<file path="config.mk">
export PLATFORM = sky130hd
export DESIGN_NAME = discus_loader
export DESIGN_NICKNAME = d
export VERILOG_FILES = /design/src/rtl/discus_loader.sv
export SDC_FILE = /design/constraint.sdc
export NUM_CORES = 1
export LEC_CHECK = 0
export BUFFER_PORTS_ARGS = -buffer_cell sky130_fd_sc_hd__buf_2
export CAP_MARGIN = 5
export CELL_PAD_IN_SITES_DETAIL_PLACEMENT = 0
export CELL_PAD_IN_SITES_GLOBAL_PLACEMENT = 2
export CORE_UTILIZATION = 30
export CTS_BUF_LIST = sky130_fd_sc_hd__clkbuf_8
export DETAILED_ROUTE_END_ITERATION = 10
export GPL_TIMING_DRIVEN = 0
export PLACE_DENSITY_LB_ADDON = 0.1
export SLEW_MARGIN = 40
export SYNTH_ARGS = -nofsm -noshare
export SYNTH_HDL_FRONTEND = slang
export SYNTH_SLANG_ARGS = --single-unit
</file>
<file path="constraint.sdc">
create_clock -name clk -period 1.5 [get_ports clk]
set_input_delay 0.15 -clock clk [delete_from_list [all_inputs] [get_ports clk]]
set_output_delay 0.15 -clock clk [all_outputs]
set_load 0.02 [all_outputs]
</file>
<file path="src/rtl/discus_loader.sv">
// discus_loader -- byte-stream program loader for the discus CPU.
//
// Parses load frames arriving on a valid/ready byte stream and writes their
// payload into discus program memory through the snoop port. The CPU is
// held in reset until a frame completes successfully.
//
// Frame: 0x5A (SYNC), ADDR (base address), COUNT (N, 0 means 256),
//        N data bytes, then a checksum byte when checksumming is built in.
//
// Optional feature: define DISCUS_LOADER_CHECKSUM_EN to add a trailing
// checksum byte (sum of ADDR, COUNT and data bytes, mod 256). Without it
// there is no CSUM state and error is tied to 0.
//
// Ports:
//   clk       in   single clock, rising edge
//   reset     in   synchronous active-high reset
//   in_data   in   [7:0] load-stream byte
//   in_valid  in   in_data holds a byte
//   in_ready  out  loader accepts a byte (transfer when valid & ready)
//   snoopa    out  [7:0] program-memory write address
//   snoopd    out  [7:0] program-memory write data
//   snoopp    out  write strobe, one cycle per byte
//   snoopm    out  snoop mode, always 0 (write)
//   cpu_reset out  holds discus in reset while high
//   busy      out  a load frame is in progress
//   error     out  last frame failed its checksum
module discus_loader (
  input  logic       clk,
  input  logic       reset,
  input  logic [7:0] in_data,
  input  logic       in_valid,
  output logic       in_ready,
  output logic [7:0] snoopa,
  output logic [7:0] snoopd,
  output logic       snoopp,
  output logic       snoopm,
  output logic       cpu_reset,
  output logic       busy,
  output logic       error
);

  localparam logic [7:0] SYNC_BYTE = 8'h5A;

`ifdef DISCUS_LOADER_CHECKSUM_EN
  typedef enum logic [2:0] {
    S_IDLE  = 3'd0,
    S_ADDR  = 3'd1,
    S_COUNT = 3'd2,
    S_DATA  = 3'd3,
    S_WRITE = 3'd4,
    S_CSUM  = 3'd5
  } state_t;
`else
  typedef enum logic [2:0] {
    S_IDLE  = 3'd0,
    S_ADDR  = 3'd1,
    S_COUNT = 3'd2,
    S_DATA  = 3'd3,
    S_WRITE = 3'd4
  } state_t;
`endif

  state_t     state_r;
  state_t     state_s;
  logic       accept_s;
  logic       sync_s;
  logic       last_s;
  logic [7:0] addr_r;
  logic [8:0] rem_r;
  logic [7:0] snoopa_r;
  logic [7:0] snoopd_r;
  logic       cpu_reset_r;

  assign accept_s = in_valid & in_ready;
  assign sync_s   = accept_s & (in_data == SYNC_BYTE);
  // Remaining still counts the byte being written, so 1 means this is the last one.
  assign last_s   = (rem_r == 9'd1);

`ifdef DISCUS_LOADER_CHECKSUM_EN
  logic [7:0] csum_r;
  logic       error_r;
  logic       csum_ok_s;

  assign csum_ok_s = (in_data == csum_r);
`endif

  // State register
  always_ff @(posedge clk) begin
    if (reset) begin
      state_r <= S_IDLE;
    end else begin
      state_r <= state_s;
    end
  end

  // Next-state logic
  always_comb begin
    state_s = state_r;
    case (state_r)
      S_IDLE: begin
        if (sync_s) state_s = S_ADDR;
        else        state_s = S_IDLE;
      end
      S_ADDR: begin
        if (accept_s) state_s = S_COUNT;
        else          state_s = S_ADDR;
      end
      S_COUNT: begin
        if (accept_s) state_s = S_DATA;
        else          state_s = S_COUNT;
      end
      S_DATA: begin
        if (accept_s) state_s = S_WRITE;
        else          state_s = S_DATA;
      end
      S_WRITE: begin
        if (!last_s) state_s = S_DATA;
`ifdef DISCUS_LOADER_CHECKSUM_EN
        else         state_s = S_CSUM;
`else
        else         state_s = S_IDLE;
`endif
      end
`ifdef DISCUS_LOADER_CHECKSUM_EN
      S_CSUM: begin
        if (accept_s) state_s = S_IDLE;
        else          state_s = S_CSUM;
      end
`endif
      default: state_s = S_IDLE;
    endcase
  end

  // State-decoded outputs, forced quiet while reset is high
  always_comb begin
    in_ready = 1'b0;
    snoopp   = 1'b0;
    busy     = 1'b0;
    if (reset) begin
      in_ready = 1'b0;
      snoopp   = 1'b0;
      busy     = 1'b0;
    end else begin
      in_ready = (state_r != S_WRITE);
      snoopp   = (state_r == S_WRITE);
      busy     = (state_r != S_IDLE);
    end
  end

  assign snoopm    = 1'b0;
  assign snoopa    = snoopa_r;
  assign snoopd    = snoopd_r;
  assign cpu_reset = cpu_reset_r | reset;

  // Address / remaining counters and the snoop write registers
  always_ff @(posedge clk) begin
    if (reset) begin
      addr_r   <= 8'h00;
      rem_r    <= 9'd0;
      snoopa_r <= 8'h00;
      snoopd_r <= 8'h00;
    end else begin
      case (state_r)
        S_ADDR: begin
          if (accept_s) addr_r <= in_data;
        end
        S_COUNT: begin
          // A count byte of 0 stands for 256.
          if (accept_s) rem_r <= {(in_data == 8'h00), in_data};
        end
        S_DATA: begin
          // snoopa is a separate copy so it holds steady while addr_r advances.
          if (accept_s) begin
            snoopa_r <= addr_r;
            snoopd_r <= in_data;
          end
        end
        S_WRITE: begin
          addr_r <= addr_r + 8'd1;
          rem_r  <= rem_r - 9'd1;
        end
        default: begin
          addr_r <= addr_r;
        end
      endcase
    end
  end

  // CPU reset hold: set by reset or a new frame, released only on success
  always_ff @(posedge clk) begin
    if (reset) begin
      cpu_reset_r <= 1'b1;
    end else if ((state_r == S_IDLE) && sync_s) begin
      cpu_reset_r <= 1'b1;
`ifdef DISCUS_LOADER_CHECKSUM_EN
    end else if ((state_r == S_CSUM) && accept_s && csum_ok_s) begin
`else
    end else if ((state_r == S_WRITE) && last_s) begin
`endif
      cpu_reset_r <= 1'b0;
    end else begin
      cpu_reset_r <= cpu_reset_r;
    end
  end

`ifdef DISCUS_LOADER_CHECKSUM_EN
  // Running checksum over ADDR, COUNT and data bytes
  always_ff @(posedge clk) begin
    if (reset) begin
      csum_r <= 8'h00;
    end else if ((state_r == S_IDLE) && sync_s) begin
      csum_r <= 8'h00;
    end else if (accept_s && ((state_r == S_ADDR) || (state_r == S_COUNT) ||
                              (state_r == S_DATA))) begin
      csum_r <= csum_r + in_data;
    end else begin
      csum_r <= csum_r;
    end
  end

  // Error flag: set on checksum mismatch, cleared by the next SYNC
  always_ff @(posedge clk) begin
    if (reset) begin
      error_r <= 1'b0;
    end else if ((state_r == S_IDLE) && sync_s) begin
      error_r <= 1'b0;
    end else if ((state_r == S_CSUM) && accept_s && !csum_ok_s) begin
      error_r <= 1'b1;
    end else begin
      error_r <= error_r;
    end
  end

  assign error = error_r & ~reset;
`else
  assign error = 1'b0;
`endif

endmodule

</file>
**Word level (Yosys, flattened, before mapping)**

Cells that the tools add are included.

- Register bits: 37
- Latch bits: 0
- Bits in writable memories: 0
- Bits in read-only memories: 0
- Input bits: 11
- Output and inout bits: 22
- Word-level logic and storage cells: 44
- Memories: 0

- Add/subtract/negate cells: 2
- Multipliers: 0
- Divide/modulo/power cells: 0
- $lt $le $gt $ge: 0
- Equal/unequal tests: 9
- Shifts and indexed selects: 0
- Multiplexer cells: 13
- Bitwise logic cells: 3
- Reductions and logical operators: 11

Operators by type and width:

| cell | number |
|---|---|
| $pmux 9 s2 | 1 |
| $pmux 8 s2 | 1 |
| $pmux 3 s5 | 1 |
| $eq 9x1->1 const B | 1 |
| $mux 9 | 1 |
| $sub 9x1->9 const B | 1 |
| $add 8x1->8 const B | 1 |
| $eq 8x7->1 const B | 1 |
| $logic_not 8->1 | 1 |
| $mux 8 | 1 |
| $eq 3x2->1 const B | 2 |
| $reduce_and 2->1 | 3 |
| $mux 1 | 5 |
| $mux 2 | 2 |
| $ne 2x2->1 const B | 2 |
| $reduce_bool 2->1 | 2 |
| $eq 3x1->1 const B | 1 |
| $eq 3x3->1 const B | 1 |
| $logic_not 3->1 | 1 |
| $mux 3 | 1 |
| $ne 3x3->1 const B | 1 |
| $reduce_bool 3->1 | 1 |
| $and 1x1->1 | 2 |
| $logic_and 1x1->1 | 2 |
| other kinds (2) | 2 |

**Logic depth before layout (Yosys ltp)**

Gate-level depths: netlist (run 1).

- Depth in word-level cells: 6
- Mapped depth: 7
- Gate-level depth less buffers: 5

**Worst setup path after synthesis (run 1)**

Ideal clock, no wire load.

- Path kind: register to register
- From: register state_r[0]
- To: register addr_r[7]
- Library setup time: 122 ps
- Arrival: 1343 ps
- Required time: 1378 ps
- Setup slack: 35 ps
- Cell stages (with the launch flop): 7
- Path buffers: 2
- Clock period less this slack: 1465 ps
- Cell sequence: dfxtp_1 > buf_4 > and4bb_4 > and2_1 > buf_4 > and3_1 > a311o_1

- Longest elaborated chain between the ends: 5
- Elaborated cells on any way between the ends: 9
- Those cells by class: 4 x eq/ne; 2 x mux; 1 x bitwise; 2 x reduce/logical

RTL lines:

| element | line | RTL |
|---|---|---|
| from (decl) | 63 | `state_t state_r;` |
| from (signal assigned) | 92 | `state_r <= state_s;` |
| $ne 3x3->1 | 144 | `in_ready = (state_r != S_WRITE);` |
| $mux 1 | 139 | `if (reset) begin` |
| $and 1x1->1 | 74 | `assign accept_s = in_valid & in_ready;` |
| $ne 2x2->1 (no line) | -- |  |
| $reduce_and 2->1 (no line) | -- |  |
| to (signal assigned) | 165 | `if (accept_s) addr_r <= in_data;` |
| to (signal assigned) | 179 | `addr_r <= addr_r + 8'd1;` |
| to (signal assigned) | 183 | `addr_r <= addr_r;` |
| to (decl) | 68 | `logic [7:0] addr_r;` |

Parallel ways exist; a longest one is shown, timed or not.
A chain may end at the register's enable or synchronous reset.

**Worst setup path in the final report (run 1)**

- From: register state_r[0]
- To: output snoopp

- Longest elaborated chain between the ends: 2

RTL lines:

| element | line | RTL |
|---|---|---|
| $eq 3x3->1 | 145 | `snoopp = (state_r == S_WRITE);` |
| $mux 1 | 139 |  |
| to (decl) | 35 | `output logic snoopp,` |

Every way passes these cells.

==> results of run 1 <==
where the power goes:
part / internal, mW / switching (mW) / total, mW
Sequential: 0.976 / 0.000326 / 0.976
Combinational: 0.0239 / 0.0575 / 0.0814
Clock: 0.541 / 0.385 / 0.926
routing by layer:
metal | share of wire (%) | routed length, µm | vias up | track usage, %
met4 | 1.1 | 62 | 0 | 6.43
met2 | 44 | 2410 | 35 | 27.3
met5 | 0 | 0 | - | 0
met1 | 51 | 2810 | 846 | 25.5
li1 | - | - | 904 | -
met3 | 3.8 | 210 | 6 | 4.00
layout by cell type, fill, tap and decap left out, types with 4 or more instances in the layout:
master,count
nand2_1,49
dfxtp_1,34
buf_2,30
a21oi_1,30
buf_4,12
a31oi_1,11
nor2_1,10
o21ai_0,7
clkbuf_8,6
clkbuf_1,5
buf_6,5
nand3_1,5
and2_1,4
nand4_1,4
cell type report:
| cell class | instances | area, µm² |
|---|---|---|
| buffer | 15 | 108 |
| clock buffer | 6 | 82.6 |
| clock inverter | 2 | 37.5 |
| fill | 659 | 3580 |
| inverter | 4 | 17.5 |
| multi-input combinational | 175 | 993 |
| sequential | 37 | 752 |
| tap | 75 | 93.8 |
| timing repair buffer | 38 | 223 |
sequential cells by signal (all words and copies together), names as in the netlist:
signal,count
rem_r,9
snoopa,8
addr_r,8
cpu_reset_r,1
snoopd,8
state_r,3
cells by family after synthesis:
kind of cell	Yosys count	synth area share [%]
and+or+nand+nor	105	29.0
AOI/OAI and AO/OA	62	19.9
DFF	37	40.5
buffers and inverters	21	6.85
adders and majority gates	3	2.06
xor gates and xnor gates	2	0.959
other	1	0.205
muxes	1	0.548
path summary, 6_finish.rpt:
| check | start | endpoint | slack, ns | cells after the start |
|---|---|---|---|---|
| worst max-delay path | state_r[0]$_SDFF_PP0_ | snoopp | -0.06 | 4 |
| worst max register to register | state_r[0]$_SDFF_PP0_ | addr_r[7]$_SDFFE_PP0P_ | 0.02 | 4 |
| worst min-delay path | in_data[7] | snoopd[7]$_SDFFE_PP0P_ | 0.14 | 3 |
| worst min register to register | snoopa[4]$_SDFFE_PP0P_ | snoopa[4]$_SDFFE_PP0P_ | 0.45 | 2 |
worst max-delay path: cells and delay by family (launching register included):
family / cells / cell delay [ns]
and+or+nand+nor: 2 / 0.49
DFF: 1 / 0.37
buffers and inverters: 2 / 0.26
per-stage QoR:
| stage | total power, mW | cell area, µm² | worst slack (ns) |
|---|---|---|---|
| after floorplan | 1.04 | 1830 | 0.0345 |
| after global placement | 1.09 | 2070 | -0.234 |
| after detailed placement | 1.09 | 2070 | -0.209 |
| after CTS | 2.02 | 2260 | -0.0773 |
| after global routing | 2.06 | 2310 | -0.124 |
| final | 1.98 | 2310 | -0.0633 |
repair_timing:
action,CTS,global route
hold buffers,0,0
pin swaps,1,2
resized for setup,18,6
setup buffers,5,4
setup endpoints to repair,24,16
cloned,0,0
==> out/metrics.yaml, run 1 <==
cts_root_buf: "clkbuf_8"
ios: 33
skew_ns: 0.00735
hold_violations: 0
grt_pass1_vias: 1668
yosysMostFrequentCell: "nand2_1"
ys_seq_elements: 37
core_area_mm2: 0.00589
synth_warnings: 0
die_y_um: 80.0
vias: 1791
wire_per_inst_um: 15.6
grt_pass1_wl_um: 8710
cp_slowest_cell: "or3b_4"
synthToLayoutAreaGrowth_pct: 26.3
path_max_fanout: 5
cts_buffers: 5
overflow: 0
synth_area_leaders: "dfxtp_1 (41%), nand2_1 (10%), a21oi_1 (8.2%)"
cpPeakStageDelay_ns: 0.42
grt_setup_unrepaired: "true"
syn_avg_cell_area_um2: 7.87
violations: "negative setup slack"
finalCritPeriodShare_pct: 104
synth_edf_count: 0
worstSetupEndpointType: "output pin"
wl_um: 5500
worstSkewPairLatency_ns: 0.29
cp_data_required_time_ns: 1.35
grt.total_usage_pct: 18.2
h-tree-depth: 2
layout_min_cycle_time_ns: 1.56
dp_cells: 337
drtIter0Drc: 82
hpwl_um: 3840
status: "finished, violations left"
clock-sinks: 37
nets: 290
crit_chain: "or3b_4 > buf_8 > nor2_4 > buf_6"
crit_type: "reg2out"
dr.pass1.iters: 4
row_count: 28
antenna_found_initial: 0
port_buffers: 29
finalSetupViolCount: 1
grt_max_degree: 13
hold_slack_ns: 0.142
drive_above_1_share_pct: 26.0
drv_slew: 0
initial_core_util_pct: 31.0
cts_max_path_buffers: 2
synth_top_flop_cell: "dfxtp_1"
hp-class: "in2reg"
netlist.area_leader.share_pct: 40.5
leakage_nw: 0.873
n_antenna_cell: 0
synth_common_cells: "nand2_1 (49), dfxtp_1 (37), a21oi_1 (30)"
cts_tree: "yes"
detail-route-antenna-nets: 0
yosys.area.top_type: "dfxtp_1"
final.setup.tns_ns: -0.0633
die_area_mm2: 0.00641
async_reset_ff_share_pct: 0
syn-cell-area_mm2: 0.00183
power.density_mw_per_mm2: 860
fmax_ghz: 0.640
vias_per_cell: 5.09
synthCells: 232
relSlewSlack_pct: 59.0
fin_cells: 352
gp_congestion: 0.777
arrival_ns: 1.41
die_width_um: 80.0
netlist-cell-type-count: 43
yosysSeqAreaShare_pct: 40.5
fin_ws_ns: -0.0633
path_clk_slew_ns: 0.08
max-vdd-ir-drop_uv: 482
drv_cap: 0
utilization_pct: 39.2
drc_errors: 0
crit_path_start_kind: "flop"
tightest_slew_ns: 0.614
(Power assumes the default switching activity.)
==> run 2, diff against run 1 <==
--- a/config.mk
+++ b/config.mk
@@ -14,6 +14,7 @@
 export DETAILED_ROUTE_END_ITERATION = 10
 export GPL_TIMING_DRIVEN = 0
 export PLACE_DENSITY_LB_ADDON = 0.1
+export RECOVER_POWER = 100
 export SLEW_MARGIN = 40
 export SYNTH_ARGS = -nofsm -noshare
 export SYNTH_HDL_FRONTEND = slang
==> run 2 against run 1 <==
Net effect:
- the run still ends with negative setup slack left
- sequential power barely moved
- maximum frequency about the same
- wire length up 0.31%
- core utilization decreased by 0.36 points
- worst setup slack about the same
- power about the same
- global-route usage unchanged
- clock power about the same
- count of clock-buffer cells in the layout unchanged
- register-to-register slack barely moved
- sequential cell count unchanged
- die area unchanged
==> out/metrics.yaml, run 2 (synthesized netlist as in run 1, its figures left out) <==
status: "finished, violations left"
violations: "negative setup slack"
worstSkewPairLatency_ns: 0.29
wire_per_inst_um: 15.7
ios: 33
fin_ws_ns: -0.0637
relSlewSlack_pct: 59.9
drc_errors: 0
cpPeakStageDelay_ns: 0.42
overflow: 0
drtIter0Drc: 79
hpwl_um: 3840
leakage_nw: 0.801
startpoint: "state_r[0]$_SDFF_PP0_"
multiInputGateArea_um2: 993
vias: 1786
grt_pass1_wl_um: 8710
clock-sinks: 37
r2r_cells: 4
r2r-start: "state_r[0]$_SDFF_PP0_"
hold_violations: 0
layout_commonest_cell: "nand2_1"
port_buffers: 29
power.density_mw_per_mm2: 868
row_count: 28
layout_common_cells: "nand2_1 (49), dfxtp_1 (34), a21oi_1 (30)"
dr.pass1.iters: 4
tightest_slew_ns: 0.602
drv_slew: 0
die_width_um: 80.0
worstSetupEndpointType: "output pin"
fin_cells: 352
grt.total_usage_pct: 18.2
vias_per_cell: 5.07
synthToLayoutAreaGrowth_pct: 25.1
detail-route-antenna-nets: 0
finalSetupViolCount: 1
max-vdd-ir-drop_uv: 483
finalCritPeriodShare_pct: 104
n_antenna_cell: 0
die_area_mm2: 0.00641
cts_root_buf: "clkbuf_8"
gp_congestion: 0.777
crit_type: "reg2out"
dp_slack_ns: -0.209
r2r-end: "addr_r[7]$_SDFFE_PP0P_"
arrival_ns: 1.41
grt_setup_unrepaired: "true"
layout_min_cycle_time_ns: 1.56
dp_cells: 337
power_mw: 1.98
path_max_fanout: 5
nets: 290
cp_slowest_cell: "or3b_4"
grt_pass1_vias: 1668
cp_data_required_time_ns: 1.35
drive_above_1_share_pct: 19.9
cts_max_path_buffers: 2
crit_chain: "or3b_4 > buf_8 > nor2_4 > buf_6"
r2r_setup_slack_ns: 0.02
die_y_um: 80.0
path_clk_slew_ns: 0.08
regMostFlops: "rem_r"
crit_path_start_kind: "flop"
fmax_ghz: 0.640
grt_max_degree: 13
largest_register_ffs: 9
initial_core_util_pct: 31.0
crit_end: "snoopp"
skew_ns: 0.00722
hp-class: "in2reg"
final.setup.tns_ns: -0.0637
h-tree-depth: 2
cts_buffers: 5
register_area_um2: 752
core_area_mm2: 0.00589
fill_cells: 671
wl_um: 5520
cts_tree: "yes"
drv_cap: 0
antenna_found_initial: 0
[run 2: changes by cell type in the layout (fill, tap and decap cells not counted), sizes merged]
cell and delta:
buf -17, clkbuf +17
[run 2: worst min-delay path by stage]
stage                           startpoint  depth (start not counted)                       end  slack [ns]
detailed placement  snoopa[4]$_SDFFE_PP0P_                          2    snoopa[4]$_SDFFE_PP0P_        0.44
CTS                             in_data[7]                          3    snoopd[7]$_SDFFE_PP0P_        0.14
global route                    in_data[7]                          3    snoopd[7]$_SDFFE_PP0P_        0.15
finish                          in_data[7]                          3    snoopd[7]$_SDFFE_PP0P_        0.14
floorplan                         in_valid                          2  cpu_reset_r$_SDFFE_PP1P_        0.28
global placement    snoopd[2]$_SDFFE_PP0P_                          2    snoopd[2]$_SDFFE_PP0P_        0.44
[run 2: routing by layer]
| metal | track usage [%] | up-vias | part of all wire (%) |
|---|---|---|---|
| li1 | - | 905 | - |
| met1 | 25.5 | 845 | 52 |
| met2 | 27.3 | 30 | 44 |
| met3 | 4.00 | 6 | 3.2 |
| met4 | 6.43 | 0 | 1.1 |
| met5 | 0 | - | 0 |
[run 2: metrics by stage]
stage | hold WS (ns) | utilization, % | cell area, µm²
2_1_floorplan | 0.281 | - | 1830
4_1_cts | 0.136 | 38.4 | 2260
3_5_place_dp | 0.445 | 35.2 | 2070
6_report | 0.142 | 38.8 | 2290
3_3_place_gp | 0.444 | 35.2 | 2070
5_1_grt | 0.150 | 38.8 | 2290
[run 2: layout make-up]
cell class                 instances  share of cell area (%)
clock inverter                     2                    1.64
clock buffer                       6                    3.61
multi-input combinational        175                    43.5
buffer                            15                    4.71
tap                               75                    4.11
sequential                        37                    32.9
inverter                           4                   0.766
timing repair buffer              38                    8.81
[run 2: worst max-delay path, delay by kind of cell (launching register included)]
kind	cells	cell delay [ns]
AND/OR/NAND/NOR	2	0.49
flip-flops	1	0.37
buffers and inverters	2	0.26
[run 2: repair_timing]
item	4_1_cts	5_1_grt
cloned	0	0
resized for setup	18	6
hold endpoints to repair	0	0
buffers inserted	5	4
hold buffers	0	0
pin swaps	1	2
setup endpoints to repair	24	16
[run 2: where the power goes]
group,switching [mW],internal (mW)
combinational,0.0573,0.0239
sequential,0.000326,0.976
clock,0.385,0.541
total,0.443,1.54
==> run 3, diff against run 2 <==
--- a/config.mk
+++ b/config.mk
@@ -13,7 +13,7 @@
 export CTS_BUF_LIST = sky130_fd_sc_hd__clkbuf_8
 export DETAILED_ROUTE_END_ITERATION = 10
 export GPL_TIMING_DRIVEN = 0
-export PLACE_DENSITY_LB_ADDON = 0.1
+export PLACE_DENSITY_LB_ADDON = 0.05
 export RECOVER_POWER = 100
 export SLEW_MARGIN = 40
 export SYNTH_ARGS = -nofsm -noshare
==> run 3 against run 2 <==
Net effect:
- the run still ends with negative setup slack left
- register-to-register slack got worse by 0.02 ns
- maximum frequency rose by 0.20%
- count of clock-buffer cells in the layout fell by 1
- worst setup slack improved by 0.0030 ns
- core utilization fell by 0.30 points
- die area did not move
- wire length fell by 1.9%
- hold slack got worse by 0.0019 ns
- sequential cell count did not move
- critical path type unchanged
==> out/metrics.yaml, run 3 (synthesized netlist as in run 1, its figures left out) <==
cts_root_buf: "clkbuf_8"
regMostFlops: "rem_r"
arrival_ns: 1.41
drv_cap: 0
grt_max_degree: 14
overflow: 0
finalCritPeriodShare_pct: 104
layout_commonest_cell: "nand2_1"
worstSkewPairLatency_ns: 0.30
synthToLayoutAreaGrowth_pct: 24.2
worstSetupEndpointType: "output pin"
port_buffers: 29
ios: 33
dr.pass1.iters: 4
layout_common_cells: "nand2_1 (50), dfxtp_1 (34), a21oi_1 (30)"
dp_slack_ns: -0.200
antenna_found_initial: 0
vias_per_cell: 5.02
status: "finished, violations left"
r2r-end: "rem_r[8]$_SDFFE_PP0P_"
clkPwrFrac_pct: 45.8
violations: "negative setup slack"
drc_errors: 0
crit_path_start_kind: "flop"
power.density_mw_per_mm2: 862
cts_tree: "yes"
r2r_setup_slack_ns: 0
r2r-start: "state_r[2]$_SDFF_PP0_"
relSlewSlack_pct: 60.8
fin_ws_ns: -0.0607
nets: 291
die_y_um: 80.0
p_switching_uw: 455
layout_min_cycle_time_ns: 1.56
crit_type: "reg2out"
multiInputGateArea_um2: 981
wire_per_inst_um: 15.3
core_area_mm2: 0.00589
utilization_pct: 38.5
ctsHoldBuffers: 0
drv_slew: 0
r2r_cells: 5
register_area_um2: 749
tightest_slew_ns: 0.588
max-vdd-ir-drop_uv: 288
hold_violations: 0
hp-start: "in_data[1]"
power_frac_seq_pct: 50.0
hp-class: "in2reg"
die_area_mm2: 0.00641
path_clk_slew_ns: 0.09
largest_register_ffs: 9
n_antenna_cell: 0
swShare_pct: 23.3
cts_max_path_buffers: 2
grt_setup_unrepaired: "true"
leakage_nw: 0.800
h-tree-depth: 2
initial_core_util_pct: 31.0
grt_pass1_wl_um: 8650
finalSetupViolCount: 1
hold_depth: 3
drive_above_1_share_pct: 19.1
p_int_mw: 1.50
grt_pass1_vias: 1624
fmax_ghz: 0.641
grt.total_usage_pct: 18.3
wl_um: 5410
detail-route-antenna-nets: 0
clock-sinks: 37
p_comb_share_pct: 4.2
drtIter0Drc: 86
hpwl_um: 3820
cts_buffers: 5
cp_data_required_time_ns: 1.35
row_count: 28
min_to: "snoopd[1]$_SDFFE_PP0P_"
fill_cells: 636
die_width_um: 80.0
vias: 1773
hold_slack_ns: 0.140
skew_ns: 0.00899
path_max_fanout: 5
gp_congestion: 0.772
==> run 3: worst max-delay path by stage <==
| stage | start | end | slack [ns] | depth (start not counted) |
|---|---|---|---|---|
| final | state_r[0]$_SDFF_PP0_ | snoopp | -0.06 | 4 |
| after detailed placement | state_r[2]$_SDFF_PP0_ | rem_r[1]$_SDFFE_PP0P_ | -0.20 | 5 |
| after global routing | state_r[0]$_SDFF_PP0_ | snoopp | -0.11 | 4 |
| after CTS | state_r[0]$_SDFF_PP0_ | snoopp | -0.07 | 4 |
| after global placement | state_r[2]$_SDFF_PP0_ | rem_r[1]$_SDFFE_PP0P_ | -0.21 | 5 |
| after floorplan | state_r[0]$_SDFF_PP0_ | addr_r[7]$_SDFFE_PP0P_ | 0.03 | 6 |
==> run 3: per-stage QoR <==
step                power, mW  cell area [µm²]  TNS (ns)  std cells
finish                   1.96             2270   -0.0607        353
global route             2.03             2270     -1.69        353
CTS                      1.99             2240   -0.0767        347
detailed placement       1.09             2070     -1.77        337
global placement         1.09             2070     -2.17        337
floorplan                1.04             1830         0        233
==> run 3: worst max-delay path: stages (launching register included) <==
cell and delay (ns):
dfxtp_4 0.37, or3b_4 0.41, buf_6 0.14, nor2_4 0.07, buf_6 0.12
==> run 3: repair_timing <==
| item | CTS | global route |
|---|---|---|
| pin swaps | 2 | 2 |
| buffers inserted | 4 | 6 |
| gates resized for setup | 15 | 5 |
| endpoints found under the setup margin | 23 | 17 |
| cloned | 0 | 0 |
==> run 3: area by class of cell <==
cell class                 instances  area share (%)
multi-input combinational        175            43.2
sequential                        37            33.0
timing repair buffer              39            9.16
buffer                            15            4.58
tap                               75            4.14
clock buffer                       5            3.03
clock inverter                     3            2.04
inverter                           4           0.772
==> run 3: power groups by stage <==
stage / Clock, mW / Combinational [mW] / Sequential, mW
after global routing: 0.960 / 0.0897 / 0.978
after CTS: 0.928 / 0.0828 / 0.978
final: 0.895 / 0.0824 / 0.978
after global placement: 0 / 0.0838 / 1.00
after detailed placement: 0 / 0.0822 / 1.00
after floorplan: 0 / 0.0364 / 1.00
==> run 3: routing by layer <==
metal | vias up | share of wire (%) | global-route usage [%]
met5 | - | 0 | 0
li1 | 904 | - | -
met4 | 0 | 0.94 | 5.36
met1 | 837 | 50 | 25.6
met3 | 5 | 3.8 | 4.11
met2 | 27 | 45 | 28.0
